File: src/rtl/fetch_ctrl_pkg.sv
// fetch_ctrl_pkg
//   Shared definitions for the instruction-fetch sequencer: FSM state
//   encoding, vector-loader phase encoding, address width, default reset PC
//   and interrupt-vector location, the reserved low-memory region size and
//   the PC increment helper.
package fetch_ctrl_pkg;

  localparam int ADDR_W = 20;

  // Low region of instruction memory reserved for vectors; code starts after it.
  localparam int RSVD_SIZE = 32'h20;

  localparam logic [31:0]       RESET_PC_DEF     = 32'h0000_0020;
  localparam logic [ADDR_W-1:0] INT_VEC_ADDR_DEF = 20'h00000;
  // Reset vector (used only when the reset-vector feature is built in).
  localparam logic [ADDR_W-1:0] RST_VEC_ADDR     = 20'h00002;

  typedef enum logic [2:0] {
    ST_RUN    = 3'd0,
    ST_VEC_HI = 3'd1,
    ST_VEC_LO = 3'd2,
    ST_RST_HI = 3'd3,
    ST_RST_LO = 3'd4
  } state_e;

  typedef enum logic [1:0] {
    LD_IDLE = 2'd0,
    LD_HI   = 2'd1,
    LD_LO   = 2'd2
  } ld_phase_e;

  // Sequential PC step; wraps modulo 2^ADDR_W.
  function automatic logic [ADDR_W-1:0] pc_inc(input logic [ADDR_W-1:0] pc);
    return pc + ADDR_W'(1);
  endfunction

endpackage

File: src/rtl/fetch_ctrl_vec_loader.sv
// fetch_ctrl_vec_loader
//   Two-cycle capture of a 20-bit vector stored as two 16-bit words:
//   the hi word at addr_base (only bits [3:0] are kept) and the lo word at
//   addr_base+1. A start pulse latches addr_base; the next cycle presents
//   the hi address (HI phase), the cycle after presents the lo address (LO
//   phase), during which done is high and vec = {hi[3:0], instr_in}.
//   Parameters RESET_START/RESET_BASE let reset launch a load directly.
// Ports:
//   i_clk, i_rst      clock, synchronous active-high reset
//   i_start           begin a load next cycle
//   i_addr_base       word address of the hi half (latched on i_start)
//   i_instr_in        instruction-memory read data for o_addr
//   o_addr            read address while loading
//   o_done            high in the LO phase; o_vec is valid then
//   o_vec             assembled 20-bit vector
//   o_dbg_phase       current loader phase
module fetch_ctrl_vec_loader
  import fetch_ctrl_pkg::*;
#(
  parameter bit                RESET_START = 1'b0,
  parameter logic [ADDR_W-1:0] RESET_BASE  = '0
) (
  input  logic              i_clk,
  input  logic              i_rst,
  input  logic              i_start,
  input  logic [ADDR_W-1:0] i_addr_base,
  input  logic [15:0]       i_instr_in,
  output logic [ADDR_W-1:0] o_addr,
  output logic              o_done,
  output logic [ADDR_W-1:0] o_vec,
  output logic [1:0]        o_dbg_phase
);

  ld_phase_e         r_phase;
  ld_phase_e         w_phase_nxt;
  logic [ADDR_W-1:0] r_base;
  logic [3:0]        r_hi;

  always_ff @(posedge i_clk) begin
    if (i_rst) begin
      r_phase <= RESET_START ? LD_HI : LD_IDLE;
      r_base  <= RESET_BASE;
      r_hi    <= '0;
    end else begin
      r_phase <= w_phase_nxt;
      if (i_start) r_base <= i_addr_base;
      if (r_phase == LD_HI) r_hi <= i_instr_in[3:0];
    end
  end

  always_comb begin
    w_phase_nxt = r_phase;
    case (r_phase)
      LD_IDLE: if (i_start) w_phase_nxt = LD_HI;
      LD_HI:   w_phase_nxt = LD_LO;
      LD_LO:   w_phase_nxt = i_start ? LD_HI : LD_IDLE;
      default: w_phase_nxt = LD_IDLE;
    endcase
  end

  always_comb begin
    case (r_phase)
      LD_HI:   o_addr = r_base;
      LD_LO:   o_addr = r_base + ADDR_W'(1);
      default: o_addr = i_addr_base;
    endcase
  end

  assign o_done      = (r_phase == LD_LO);
  assign o_vec       = {r_hi, i_instr_in};
  assign o_dbg_phase = r_phase;

endmodule

File: src/rtl/fetch_ctrl.sv
// fetch_ctrl
//   Instruction-fetch sequencer. Owns the 20-bit PC and drives the
//   instruction-memory read address. In RUN the next PC is chosen with
//   priority branch > interrupt > stall > increment. An accepted interrupt
//   saves the PC, pulses o_int_ack, then spends VEC_HI/VEC_LO reading a
//   two-word vector from INT_VEC_ADDR/+1 through the vector loader.
//
//   Handshake: o_fetch_valid qualifies i_instr_in for decode in the same
//   cycle. There is no ready; decode back-pressure is expressed through
//   i_stall, which holds the PC so the same fetch is re-presented with
//   o_fetch_valid still high.
//
//   Build option FETCH_CTRL_RESET_VEC_EN: when defined, reset enters
//   RST_HI/RST_LO and loads the PC from words 0x00002/0x00003 (RESET_PC is
//   then unused). When undefined, reset loads RESET_PC directly.
// Ports:
//   i_clk, i_rst          clock, synchronous active-high reset
//   i_stall               hold PC
//   i_br_taken            redirect this cycle
//   i_br_target           redirect target (bits above ADDR_W ignored)
//   i_int_req             level interrupt request
//   i_instr_in            imem read data (combinational read of o_imem_addr)
//   o_imem_addr           imem read address
//   o_pc                  address of the presented instruction
//   o_fetch_valid         i_instr_in is a real instruction
//   o_int_ack             one-cycle pulse on interrupt accept
//   o_saved_pc            PC of the first unfetched instruction at accept
//   o_dbg_state           current FSM state (state_e encoding)
module fetch_ctrl
  import fetch_ctrl_pkg::*;
#(
  parameter logic [31:0]       RESET_PC     = RESET_PC_DEF,
  parameter logic [ADDR_W-1:0] INT_VEC_ADDR = INT_VEC_ADDR_DEF
) (
  input  logic              i_clk,
  input  logic              i_rst,
  input  logic              i_stall,
  input  logic              i_br_taken,
  input  logic [31:0]       i_br_target,
  input  logic              i_int_req,
  input  logic [15:0]       i_instr_in,
  output logic [ADDR_W-1:0] o_imem_addr,
  output logic [31:0]       o_pc,
  output logic              o_fetch_valid,
  output logic              o_int_ack,
  output logic [31:0]       o_saved_pc,
  output logic [2:0]        o_dbg_state
);

`ifdef FETCH_CTRL_RESET_VEC_EN
  localparam state_e            RST_STATE    = ST_RST_HI;
  localparam bit                LD_RST_START = 1'b1;
  localparam logic [ADDR_W-1:0] RST_PC_LOW   = '0;
`else
  localparam state_e            RST_STATE    = ST_RUN;
  localparam bit                LD_RST_START = 1'b0;
  localparam logic [ADDR_W-1:0] RST_PC_LOW   = RESET_PC[ADDR_W-1:0];
`endif

  state_e            r_state;
  state_e            w_state_nxt;
  logic [ADDR_W-1:0] r_pc;
  logic [ADDR_W-1:0] w_pc_nxt;
  logic [ADDR_W-1:0] r_saved_pc;
  logic              w_save;
  logic              w_start;
  logic              w_fetch_valid;
  logic              w_int_ack;
  logic [ADDR_W-1:0] w_ld_addr;
  logic              w_ld_done;
  logic [ADDR_W-1:0] w_ld_vec;
  logic [1:0]        w_unused_ld_phase;
  logic              w_unused_ok;

  // Target bits above the implemented PC width are ignored by design.
  assign w_unused_ok = &{1'b0, i_br_target[31:ADDR_W], w_unused_ld_phase};

  fetch_ctrl_vec_loader #(
    .RESET_START (LD_RST_START),
    .RESET_BASE  (RST_VEC_ADDR)
  ) u_vec_loader (
    .i_clk       (i_clk),
    .i_rst       (i_rst),
    .i_start     (w_start),
    .i_addr_base (INT_VEC_ADDR),
    .i_instr_in  (i_instr_in),
    .o_addr      (w_ld_addr),
    .o_done      (w_ld_done),
    .o_vec       (w_ld_vec),
    .o_dbg_phase (w_unused_ld_phase)
  );

  always_ff @(posedge i_clk) begin
    if (i_rst) begin
      r_state    <= RST_STATE;
      r_pc       <= RST_PC_LOW;
      r_saved_pc <= '0;
    end else begin
      r_state <= w_state_nxt;
      r_pc    <= w_pc_nxt;
      if (w_save) r_saved_pc <= r_pc;
    end
  end

  always_comb begin
    w_state_nxt   = r_state;
    w_pc_nxt      = r_pc;
    w_fetch_valid = 1'b0;
    w_int_ack     = 1'b0;
    w_save        = 1'b0;
    w_start       = 1'b0;
    case (r_state)
      ST_RUN: begin
        w_fetch_valid = 1'b1;
        if (i_br_taken) begin
          // Branch wins even over stall; a pending interrupt waits a cycle.
          w_pc_nxt = i_br_target[ADDR_W-1:0];
        end else if (i_int_req) begin
          // The instruction on the bus now is dropped and refetched on return.
          w_int_ack     = 1'b1;
          w_fetch_valid = 1'b0;
          w_save        = 1'b1;
          w_start       = 1'b1;
          w_state_nxt   = ST_VEC_HI;
        end else if (!i_stall) begin
          w_pc_nxt = pc_inc(r_pc);
        end
      end
      ST_VEC_HI: w_state_nxt = ST_VEC_LO;
      ST_RST_HI: w_state_nxt = ST_RST_LO;
      ST_VEC_LO, ST_RST_LO: begin
        if (w_ld_done) begin
          w_pc_nxt    = w_ld_vec;
          w_state_nxt = ST_RUN;
        end
      end
      default: w_state_nxt = ST_RUN;
    endcase
  end

  assign o_imem_addr   = (r_state == ST_RUN) ? r_pc : w_ld_addr;
  assign o_pc          = {{(32-ADDR_W){1'b0}}, r_pc};
  assign o_saved_pc    = {{(32-ADDR_W){1'b0}}, r_saved_pc};
  assign o_fetch_valid = w_fetch_valid;
  assign o_int_ack     = w_int_ack;
  assign o_dbg_state   = r_state;

endmodule
File: config.mk
export PLATFORM = sky130hd
export DESIGN_NAME = fetch_ctrl
export DESIGN_NICKNAME = d
export VERILOG_FILES = /design/src/rtl/fetch_ctrl_pkg.sv /design/src/rtl/fetch_ctrl_vec_loader.sv /design/src/rtl/fetch_ctrl.sv
export SDC_FILE = /design/constraint.sdc
export NUM_CORES = 1
export LEC_CHECK = 0
export CAP_MARGIN = 20
export CORE_MARGIN = 10
export CORE_UTILIZATION = 47
export DETAILED_ROUTE_END_ITERATION = 10
export PLACE_DENSITY = 0.79
export SETUP_SLACK_MARGIN = 0.15
export SYNTH_ARGS = -nofsm -noshare
export SYNTH_HDL_FRONTEND = slang
export SYNTH_HIERARCHICAL = 1
export SYNTH_SLANG_ARGS = --single-unit
export TNS_END_PERCENT = 100
File: constraint.sdc
create_clock -name i_clk -period 2.35 [get_ports i_clk]
set_input_delay 0.235 -clock i_clk [delete_from_list [all_inputs] [get_ports i_clk]]
set_output_delay 0.235 -clock i_clk [all_outputs]
set_load 0.02 [all_outputs]
### After elaboration in Yosys (flattened, before gate mapping)

Index checks and enable logic that the tools add are counted.

| storage, ports and cells | value |
|---|---|
| bits in registers | 50 |
| output and inout port bits | 89 |
| logic and storage cells | 46 |
| input port bits | 53 |

| cells by class | value |
|---|---|
| equality and inequality tests | 12 |
| multiplexer cells | 20 |
| reduce and logical (&&, ||, !) cells | 6 |
| add/sub/neg operators | 2 |

Operators by type and width:

| kind | number |
|---|---|
| $mux 20 | 5 |
| $pmux 20 s2 | 2 |
| $add 20x1->20 const B | 1 |
| $pmux 3 s4 | 1 |
| $mux 3 | 3 |
| $mux 1 | 7 |
| $eq 3x2->1 const B | 2 |
| $ne 3x3->1 const B | 2 |
| $pmux 2 s3 | 1 |
| $ne 2x1->1 const B | 2 |
| $ne 2x2->1 const B | 2 |
| $reduce_and 4->1 | 1 |
| $add 2x1->3 const B | 1 |
| $eq 3x1->1 const B | 1 |
| $eq 3x3->1 const B | 1 |
| $logic_not 3->1 | 1 |
| $reduce_and 3->1 | 1 |
| $eq 2x1->1 const B | 1 |
| $eq 2x2->1 const B | 1 |
| $logic_not 2->1 | 1 |
| $mux 2 | 1 |
| $reduce_bool 2->1 | 1 |
| $reduce_or 2->1 | 1 |

### Logic depth before layout (Yosys ltp)

Gate-level depths: netlist (run 1).

| depth | value |
|---|---|
| word-level depth | 5 |
| mapped depth | 9 |
| gate-level depth less buffers | 7 |

### Cells and area by module

Netlist (run 1), hierarchy kept.

Modules (own cells, without submodules):

| module | times used | area an instance (µm²) | cells an instance | seq. area each (µm²) |
|---|---|---|---|---|
| fetch_ctrl | 1 | 2909.0 | 373 | 860.8 |
| fetch_ctrl_vec_loader | 1 | 2034.5 | 259 | 520.5 |

### Least setup slack after synthesis (run 1)

Ideal clock, no wire load.

| timing | value |
|---|---|
| path kind | flip-flop to flip-flop |
| from | register r_state[2], in the netlist o_dbg_state[2] |
| to | register u_vec_loader/r_base[12] (netlist name) |
| period minus slack after synthesis | 2.448 ns |
| cell stages (with the launch flop) | 10 |
| path buffers | 4 |
| arrival time | 2.320 ns |
| slack | -0.098 ns |
| path through | dfxtp_1 buf_4 nor3_1 nand2_1 inv_1 clkbuf_1 clkbuf_1 buf_2 mux2i_1 nor2_1 |

RTL lines:

| item | RTL line | text |
|---|---|---|
| start: declaration | fetch_ctrl.sv:60 | `state_e r_state;` |
| start signal: assignment | fetch_ctrl.sv:99 | `r_state <= w_state_nxt;` |

==> results of run 1 <==
==> sequential cells by signal, summed over array words and instances, names as in the netlist <==
| register | cells |
|---|---|
| u_vec_loader/r_hi | 4 |
| o_dbg_state | 3 |
| r_pc | 20 |
| r_saved_pc | 20 |
| u_vec_loader/r_base | 20 |
| u_vec_loader/o_dbg_phase | 2 |
==> synth_stat cells, types with 9 or more instances <==
| cell | number | area [um2] |
|---|---|---|
| sky130_fd_sc_hd__nor2_1 | 73 | 274 |
| sky130_fd_sc_hd__nand2_1 | 70 | 263 |
| sky130_fd_sc_hd__dfxtp_1 | 69 | 1380 |
| sky130_fd_sc_hd__a21oi_1 | 54 | 270 |
| sky130_fd_sc_hd__buf_4 | 44 | 330 |
| sky130_fd_sc_hd__mux2i_1 | 29 | 290 |
| sky130_fd_sc_hd__clkbuf_1 | 27 | 101 |
| sky130_fd_sc_hd__mux2_2 | 22 | 248 |
| sky130_fd_sc_hd__o21ai_0 | 22 | 110 |
| sky130_fd_sc_hd__a31oi_1 | 17 | 106 |
| sky130_fd_sc_hd__nor3_1 | 15 | 75.1 |
| sky130_fd_sc_hd__inv_1 | 14 | 52.6 |
| sky130_fd_sc_hd__nand3_1 | 12 | 60.1 |
| sky130_fd_sc_hd__a211oi_1 | 10 | 75.1 |
| sky130_fd_sc_hd__and3_1 | 9 | 56.3 |
| sky130_fd_sc_hd__buf_2 | 9 | 45.0 |
| sky130_fd_sc_hd__nand4_1 | 9 | 56.3 |
==> power groups by stage <==
stage               logic [uW]  clock network [uW]  registers, uW
floorplan                  682                   0           1430
global placement          1200                   0           1360
detailed placement        1230                   0           1360
CTS                       1330                1050           1340
global route              1580                1130           1360
finish                    1520                1080           1350
==> cells in the final DEF (no fill, tap or decap), types with 5 or more instances in the layout <==
cell	synthesis	routed
sky130_fd_sc_hd__nor2_1	73	67
sky130_fd_sc_hd__o21a_1	5	5
sky130_fd_sc_hd__nor3_1	15	12
sky130_fd_sc_hd__or3_1	6	5
sky130_fd_sc_hd__buf_4	44	79
sky130_fd_sc_hd__dfxtp_1	69	54
sky130_fd_sc_hd__clkbuf_8	5	11
sky130_fd_sc_hd__o21ai_1	2	6
sky130_fd_sc_hd__o21ai_2	0	5
sky130_fd_sc_hd__clkdlybuf4s50_1	0	82
sky130_fd_sc_hd__a211oi_1	10	9
sky130_fd_sc_hd__nor4_1	7	5
sky130_fd_sc_hd__a21oi_1	54	49
sky130_fd_sc_hd__buf_12	0	7
sky130_fd_sc_hd__inv_1	14	11
sky130_fd_sc_hd__nand3_1	12	10
sky130_fd_sc_hd__o211ai_1	6	6
sky130_fd_sc_hd__a31oi_1	17	11
sky130_fd_sc_hd__and3_1	9	5
sky130_fd_sc_hd__dfxtp_4	0	5
sky130_fd_sc_hd__mux2i_1	29	29
sky130_fd_sc_hd__dfxtp_2	0	10
sky130_fd_sc_hd__nand4_1	9	9
sky130_fd_sc_hd__o21ai_0	22	13
sky130_fd_sc_hd__nand2_1	70	65
sky130_fd_sc_hd__xor2_1	7	7
sky130_fd_sc_hd__buf_6	2	35
sky130_fd_sc_hd__conb_1	1	64
sky130_fd_sc_hd__nor2b_1	8	8
sky130_fd_sc_hd__mux2_4	1	20
==> cell families (layout without fill, tap and decap cells) <==
kind of cell | after synthesis | in the layout | synth area share (%)
multiplexers | 52 | 52 | 11.2
buffers and inverters | 105 | 244 | 12.9
other | 1 | 64 | 0.0759
flip-flops | 69 | 69 | 27.9
adder cells (fa/ha/maj) | 6 | 6 | 1.52
AND/OR/NAND/NOR | 241 | 241 | 25.1
AO/OA/AOI/OAI | 146 | 146 | 19.1
XOR/XNOR | 12 | 12 | 2.28
==> how the worst max path moves through the flow <==
stage | startpoint | to | slack [ns]
after detailed placement | u_vec_loader/r_base[0] | o_imem_addr[18] | -0.20
after floorplan | o_dbg_state[2] | u_vec_loader/r_base[0] | 0.21
after global routing | u_vec_loader/r_base[6] | o_imem_addr[7] | -0.27
after global placement | u_vec_loader/r_base[0] | o_imem_addr[18] | -0.12
after CTS | u_vec_loader/o_dbg_phase[0] | o_imem_addr[18] | -0.04
final | u_vec_loader/r_base[6] | o_imem_addr[7] | -0.23
==> routing by layer <==
metal,part of all wire [%],wire (um)
met5,0,0
met4,6.8,1430
met3,9.5,2000
met2,47,9860
met1,37,7810
==> layout make-up <==
class / instances / area (um2) / area share (%)
well taps: 136 / 170 / 2.24
clock buffers: 11 / 151 / 1.99
inverters: 15 / 63.8 / 0.840
multi-input cells: 521 / 3620 / 47.6
flip-flops and latches: 69 / 1410 / 18.6
clock inverters: 5 / 58.8 / 0.774
repair buffers: 213 / 2120 / 28.0
==> worst max-delay path, stage by stage (launching register included) <==
cell and delay, ns:
sky130_fd_sc_hd__dfxtp_4 0.37, sky130_fd_sc_hd__nand4_1 0.32, sky130_fd_sc_hd__buf_4 0.28, sky130_fd_sc_hd__or3_1 0.37, sky130_fd_sc_hd__a31oi_2 0.30, sky130_fd_sc_hd__mux2_4 0.21, sky130_fd_sc_hd__buf_6 0.11
==> per-stage QoR <==
stage / instances / power [uW] / area (um2)
finish: 970 / 3940 / 7600
CTS: 956 / 3720 / 7170
global placement: 920 / 2560 / 6410
global route: 970 / 4070 / 7600
floorplan: 695 / 2110 / 5190
detailed placement: 920 / 2590 / 6410
==> repair_timing <==
action,4_1_cts,5_1_grt
gates cloned,2,3
endpoints found under the setup margin,34,32
buffers inserted,18,11
pin swaps,27,25
resized for setup,208,71
==> results by stage, run 1 <==
Run status:
- The run finished, with violations left.
- The final reports fail on negative setup slack.

Clock tree:
- The clock reaches the later pin of the worst-skew pair after 0.38 ns.
- The number of clock buffers inserted by TritonCTS is 9.
- The buffer levels on the longest clock path is 2.
- TritonCTS built the clock tree.
- In this run the number of H-tree levels came out at 3.
- After clock tree synthesis, the clock-pin slew on the worst setup and hold paths is 0.09 ns.
- Clock tree synthesis found a total of 69 sinks.
- In this run, post-CTS hold repair placed 0 buffers.
- Clock tree synthesis selected as its root buffer the cell sky130_fd_sc_hd__clkbuf_8.

Logic synthesis:
- In this run, synthesis inferred 0 flip-flops with an integrated enable.
- The unique cell type count in the Yosys netlist is 73.
- After synthesis the cells add up to 4940 um2.
- Synthesis produced 632 cells.
- Averaged over all synthesized cells, the footprint is 7.82 um2.
- Synthesis inferred 69 register bits.
- The commonest register cell after synthesis is sky130_fd_sc_hd__dfxtp_1.
- The async set-or-reset flop fraction in the synthesized netlist is 0%.
- Sequential cells were found to cover 27.9% of the synthesized design area.
- Yosys printed 6 warnings.

Power:
- For this design the total switching power over the nets is 1440 uW.
- The power share of the clock group is 27.4%.
- The power density over cell area is 519 nW/um2.
- Sequential cells burn 34.2% of the power.
- The internal power is 2500 uW.
- The total leakage power is 0.00312 uW.
- The share of total power in combinational logic is 38.4%.
- The worst-case IR drop observed on VDD is 0.000292 V.
- Of the total power, the share spent switching nets is 36.5%.

STA:
- Setup violations remaining at the end of the flow were counted as 13.
- For the pin with the worst max-slew slack, the measured transition is 0.733 ns.
- The worst-case hold slack is 0.376 ns.
- The setup TNS after final layout is -1.38 ns.
- Setup slack on the critical path of the routed design comes to -0.229 ns.
- Derived from the worst setup path, the maximum achievable clock frequency is 388 MHz.
- The post-route clock skew is 0.0114 ns.
- The worst pin sits at a relative slew slack of 51.1%.
- The final hold violation count came to 0.
- The final number of max-transition violations is 0.
- Counting I/O delays and the setup requirement, the final critical path takes 2.58 ns.
- Dividing the final minimum period by the clock period gives 110%.
- Setup repair after global routing could not meet its margin everywhere.

Worst hold path:
- The min-delay analysis places its worst path in the category in -> reg.
- The hold path startpoint is i_rst.
- The worst hold path terminates at u_vec_loader/r_base[18].
- The depth of the worst hold-timing path is 2.

Detailed routing:
- In this run, the number of DRC markers left after iteration 0 of detailed routing was 693.
- The remaining antenna violation count is 0.
- The routed design has 21100 um of wire.
- In the routed layout, each cell is associated on average with a via count of 6.10.
- The routed length per instance is 21.8 um.
- The number of remaining DRC errors is 0.
- For this run, the detailed router's first-pass iteration total came to 6.
- For this block, the via count after detailed routing is 5916.

Floorplan:
- The number of primary I/O pins is 142.
- The number of standard-cell rows in the floorplan is 37.
- In this run the standard cell core region covers 10300 um2.
- The chip width is 123 um.
- The die covers 15000 um2.
- The die span in y is 123 um.
- Once the floorplan was initialized, standard cells occupied 48.1% of the core.

Job:
- The max-cap check violation count is 0.

Layout:
- The filler cells instantiated in the layout total 698.
- The number of antenna diodes in the final layout is 0.
- Relative to the synthesized area, the layout overhead comes to 53.7%.
- In the final layout, the share of cells above drive strength 1 is 31.1%.
- The final layout contains 888 nets.
- The final core area utilization is 73.9%.

Setup path:
- STA classifies the critical path startpoint as a flip-flop.
- The internal reg-to-reg setup slack is 0.09 ns.
- For the worst setup path, the data required time is 2.12 ns.
- For the worst setup path, the data arrival time is 2.34 ns.
- The kind of capture point of the worst setup path is an output port.
- Along the worst path, the maximum fanout reaches 4.
- The worst register-to-register path begins at u_vec_loader/o_dbg_phase[1].
- The endpoint of the worst-slack reg-to-reg timing path is r_pc[17].
- The number of cell instances on the worst register-to-register path is 11.
- The setup path with the least slack is of type reg -> out.

Placement:
- The final weighted congestion of routability-driven global placement is 0.915.
- The count of buffers added on input and output ports is 105.
- The sum of net half-perimeters after detailed placement is 11800 um.
- OpenSTA, run right after detailed placement, puts the worst setup slack at -0.195 ns.

Global route:
- The global routing met2 resource utilization is 39.4%.
- For this run the aggregate overflow at the end of global routing stands at 0.
- For this run, the total global-route usage over all layers was measured as 23.4%.
- The first global-routing pass estimated 28400 um of wire.
- The highest-utilization routing layer at the global route stage is met2.
- For met1 alone, demand over resource in global routing was 26.1%.
- The met3 capacity usage during global routing is 5.51%.
- Entering global routing, the biggest net connects 32 pins.
- The via count of the first global-routing pass is 5515.
- The initial antenna violation count is 0.
No activity file was read; power rests on OpenSTA's default activity.
==> inputs of run 2 (changes only) <==
--- a/config.mk
+++ b/config.mk
@@ -8,8 +8,9 @@
 export CAP_MARGIN = 20
 export CORE_MARGIN = 10
 export CORE_UTILIZATION = 47
+export CTS_CLUSTER_SIZE = 14
 export DETAILED_ROUTE_END_ITERATION = 10
-export PLACE_DENSITY = 0.79
+export PLACE_DENSITY_LB_ADDON = 0.3
 export SETUP_SLACK_MARGIN = 0.15
 export SYNTH_ARGS = -nofsm -noshare
 export SYNTH_HDL_FRONTEND = slang
==> run 2 against run 1 <==
  * The run still ends with negative setup slack left
  * Clock power decreased by 5%
  * Sequential share of layout area increased by 0.87 points
  * Final cell count decreased by 1.6%
  * Sequential cell count unchanged
  * Largest cell class unchanged
  * Setup slack improved by 0.044 ns
  * Largest power group unchanged
  * Final area decreased by 5.0%
  * First-iteration DRC count decreased by 14%
  * Combinational power decreased by 8%
  * Critical endpoint is now o_imem_addr[6]
  * Via count decreased by 7.7%
  * Sequential power about the same
  * Critical path depth increased by 3
  * Highest routed layer unchanged
==> results by stage, run 2 (synthesis gave the netlist of run 1 again) <==
Run status:
- The flow ran to the end, but the final reports show violations.
- The checks that failed: negative setup slack.

Setup path:
- The internal reg-to-reg setup slack came to 0.39 ns (+0.30 ns).
- The beginning of the worst register-to-register path is o_dbg_state[2].
- The critical path's most frequent cell is sky130_fd_sc_hd__buf_12.
- The data arrival time of the critical path is 2.30 ns (-0.04 ns).
- The largest fanout of any net on the critical path is 5 (+1).
- The signal on the critical path passes through buf_12 -> ha_4 -> buf_12 -> buf_16 -> nand2_4 -> or3_1 -> a31oi_1 -> mux2_4 -> buf_6.
- The number of cell instances on the worst register-to-register path is 7 (-4).
- Grouping stages by cell kind, the critical path spends the most delay in buffers and inverters.
- The delay contributed by the slowest stage of the critical path is 0.38 ns (about the same).
- The critical path startpoint category is a flip-flop.
- The kind of capture point of the worst setup path is an output port.
- The critical path is of the reg -> out type.
- The count of buffering cells on the critical path with inverters included came to 4 (+2).
- The required time at the endpoint of the critical path is 2.12 ns (about the same).
- The highest-delay cell along the critical path is sky130_fd_sc_hd__dfxtp_4.
- The endpoint of the worst-slack reg-to-reg timing path is u_vec_loader/r_base[7].

Layout:
- The largest registers in the layout are r_pc x20, r_saved_pc x20, u_vec_loader/r_base x20.
- The final core area utilization was 70.3% (-3.7 points).
- The diode insertion count for antenna repair was 0 (unchanged).
- The most common cell after layout, fill and taps aside is sky130_fd_sc_hd__clkdlybuf4s50_1.
- The filler-free cell count of the finished design was 954 (-1.6%).
- The share of post-route cells with drive strength above 1 was 26.7% (-4.4 points).
- In the layout the commonest cells are 82 x sky130_fd_sc_hd__clkdlybuf4s50_1, 72 x sky130_fd_sc_hd__nor2_1, 69 x sky130_fd_sc_hd__buf_4.
- Compared with the post-synthesis result, the final layout area differs by 46.1%.
- The net count of the finished layout is 872 (-1.8%).

Placement:
- The setup slack at placement was -0.211 ns (-0.0158 ns).
- The number of port buffers came to 105 (unchanged).
- The number of placed cells counting well taps is 917 (-0.33%).
- The final weighted congestion of routability-driven global placement was 0.910 (-0.58%).
- The sum of net half-perimeters after detailed placement came to 11700 um (-0.73%).

Power:
- The post-route total power came to 3770 uW (-4.4%).
- The total leakage power is 0.00295 uW (-5.4%).
- The power density over cell area is 522 nW/um2 (+0.58%).
- The maximum vdd ir drop is 0.000392 V (+34%).

STA:
- The time the final worst path needs with I/O delays and setup came to 2.53 ns (-0.0444 ns).
- The total of endpoints with negative setup slack in the final report is 11 (-2).
- The maximum operating frequency is 395 MHz (+1.8%).
- The final number of max-transition violations is 0 (unchanged).
- The remaining max-slew budget at the tightest pin is 49.2% (-1.9 points).
- The post-route clock skew is 0.0147 ns (+0.00332 ns).
- The final hold violation count is 0 (unchanged).
- The setup TNS after final layout is -0.669 ns (+0.715 ns).
- Setup repair after global routing could not meet its margin everywhere.
- The worst-case setup margin in the final layout is -0.184 ns (+0.0444 ns).
- The portion of the clock cycle consumed by the worst path in the final layout is 108% (-1.9 points).
- The worst-margin pin slew was 0.762 ns (+0.0299 ns).

Clock tree:
- The count of hold-fix buffers inserted at cts is 0 (unchanged).
- The buffer levels on the longest clock path is 2 (unchanged).
- The maximum level of the CTS H-tree is 3 (unchanged).
- TritonCTS built the clock tree.
- The clock-pin slew on the worst setup and hold paths is 0.08 ns (about the same).
- The number of clock buffers inserted by TritonCTS is 9 (unchanged).
- The source-to-sink clock delay at the later pin of the worst-skew pair is 0.37 ns (about the same).
- The master cell of the clock root buffer is sky130_fd_sc_hd__clkbuf_8.
- The number of sinks on the clock net came to 69 (unchanged).

Floorplan:
- The effective utilization at floorplan was 48.1% (unchanged).
- The number of standard-cell rows in the floorplan was 37 (unchanged).
- The placeable core region came to 10300 um2 (unchanged).
- The die span in y is 123 um (unchanged).
- The number of primary I/O pins is 142 (unchanged).
- The area enclosed by the die boundary came to 15000 um2 (unchanged).
- The chip width is 123 um (unchanged).

Global route:
- The remaining global-route overflow is 0 (unchanged).
- The largest net degree at the start of global routing is 38 (+19%).
- The via count of the first global-routing pass is 5287 (-4.1%).
- The wire length of the first global-routing pass came to 27100 um (-4.6%).
- The initial antenna violation count is 0 (unchanged).
- The overall routing resource usage is 22.0% (-1.4 points).

Detailed routing:
- The first-pass iteration count of the detailed router is 6 (unchanged).
- The number of remaining DRC errors was 0 (unchanged).
- The initial detailed-routing violation count is 593 (-14%).
- The total number of vias is 5460 (-7.7%).
- The routed length per instance is 18.5 um (-15%).
- The aggregate routed wire length is 17700 um (-16%).
- The detailed-route vias per instance came to 5.72 (-6.2%).
- The remaining antenna violation count is 0 (unchanged).

Worst hold path:
- The classification of the worst-slack hold path is in -> reg.
- The depth of the worst hold-timing path is 2 (unchanged).
- The end of the worst hold path is u_vec_loader/r_base[4].
- The hold path startpoint is i_rst.

Job:
- The max-cap check violation count is 0 (unchanged).
[run 2: cell count changes in the layout (fill, tap and decap cells not counted), sizes merged]
cell          previous run  this run
dlygate4sd2              1         2
clkinvlp                 2         1
clkinv                   3         5
inv                     14        15
bufbuf                   0         1
buf                    126       112
clkbuf                  14         9
dlymetal6s2s             1         0
[run 2: power breakdown]
group | switching, uW | leakage (uW) | internal (uW)
logic | 740 | 0.00228 | 657
registers | 95.6 | 0.000570 | 1250
clock network | 536 | 0.0000996 | 494
[run 2: metal layers]
metal	vias to the layer above	track usage [%]	wire length, um
met4	0	8.69	604
met1	2567	26.7	6990
met3	72	3.99	1490
li1	2512	-	-
met2	309	37.8	8570
met5	-	0	0
[run 2: per-stage QoR]
step	cell area [um2]	hold slack (ns)
4_1_cts	6990	0.426
3_3_place_gp	6370	0.442
3_5_place_dp	6370	0.447
5_1_grt	7220	0.434
2_1_floorplan	5190	0.382
6_report	7220	0.422
[run 2: worst max-delay path by stage]
stage                                   endpoint  slack (ns)  cells after the start                         from
after floorplan           u_vec_loader/r_base[0]        0.21                      9               o_dbg_state[2]
after global routing              o_imem_addr[6]       -0.17                      9  u_vec_loader/o_dbg_phase[1]
after detailed placement         o_imem_addr[14]       -0.21                      8  u_vec_loader/o_dbg_phase[1]
final                             o_imem_addr[6]       -0.18                      9  u_vec_loader/o_dbg_phase[1]
after CTS                        o_imem_addr[18]       -0.05                      7  u_vec_loader/o_dbg_phase[1]
after global placement           o_imem_addr[18]       -0.15                      7  u_vec_loader/o_dbg_phase[1]
[run 2: timing repair]
action,CTS,global route
setup endpoints to repair,22,21
pin swaps,27,25
resized for setup,178,56
setup buffers,12,7
gates cloned,2,0
[run 2: final cells by class]
cell class | count | area [um2]
inverter | 15 | 61.3
tap | 136 | 170
multi-input combinational | 521 | 3470
timing repair buffer | 197 | 1920
clock buffer | 9 | 124
clock inverter | 7 | 73.8
fill | 806 | 3060
sequential | 69 | 1410
==> inputs of run 3 (changes only) <==
--- a/config.mk
+++ b/config.mk
@@ -5,7 +5,7 @@
 export SDC_FILE = /design/constraint.sdc
 export NUM_CORES = 1
 export LEC_CHECK = 0
-export CAP_MARGIN = 20
+export CAP_MARGIN = 25
 export CORE_MARGIN = 10
 export CORE_UTILIZATION = 47
 export CTS_CLUSTER_SIZE = 14
==> results of run 3 <==
Final layout, timing and power as in run 2 (identical DEF).
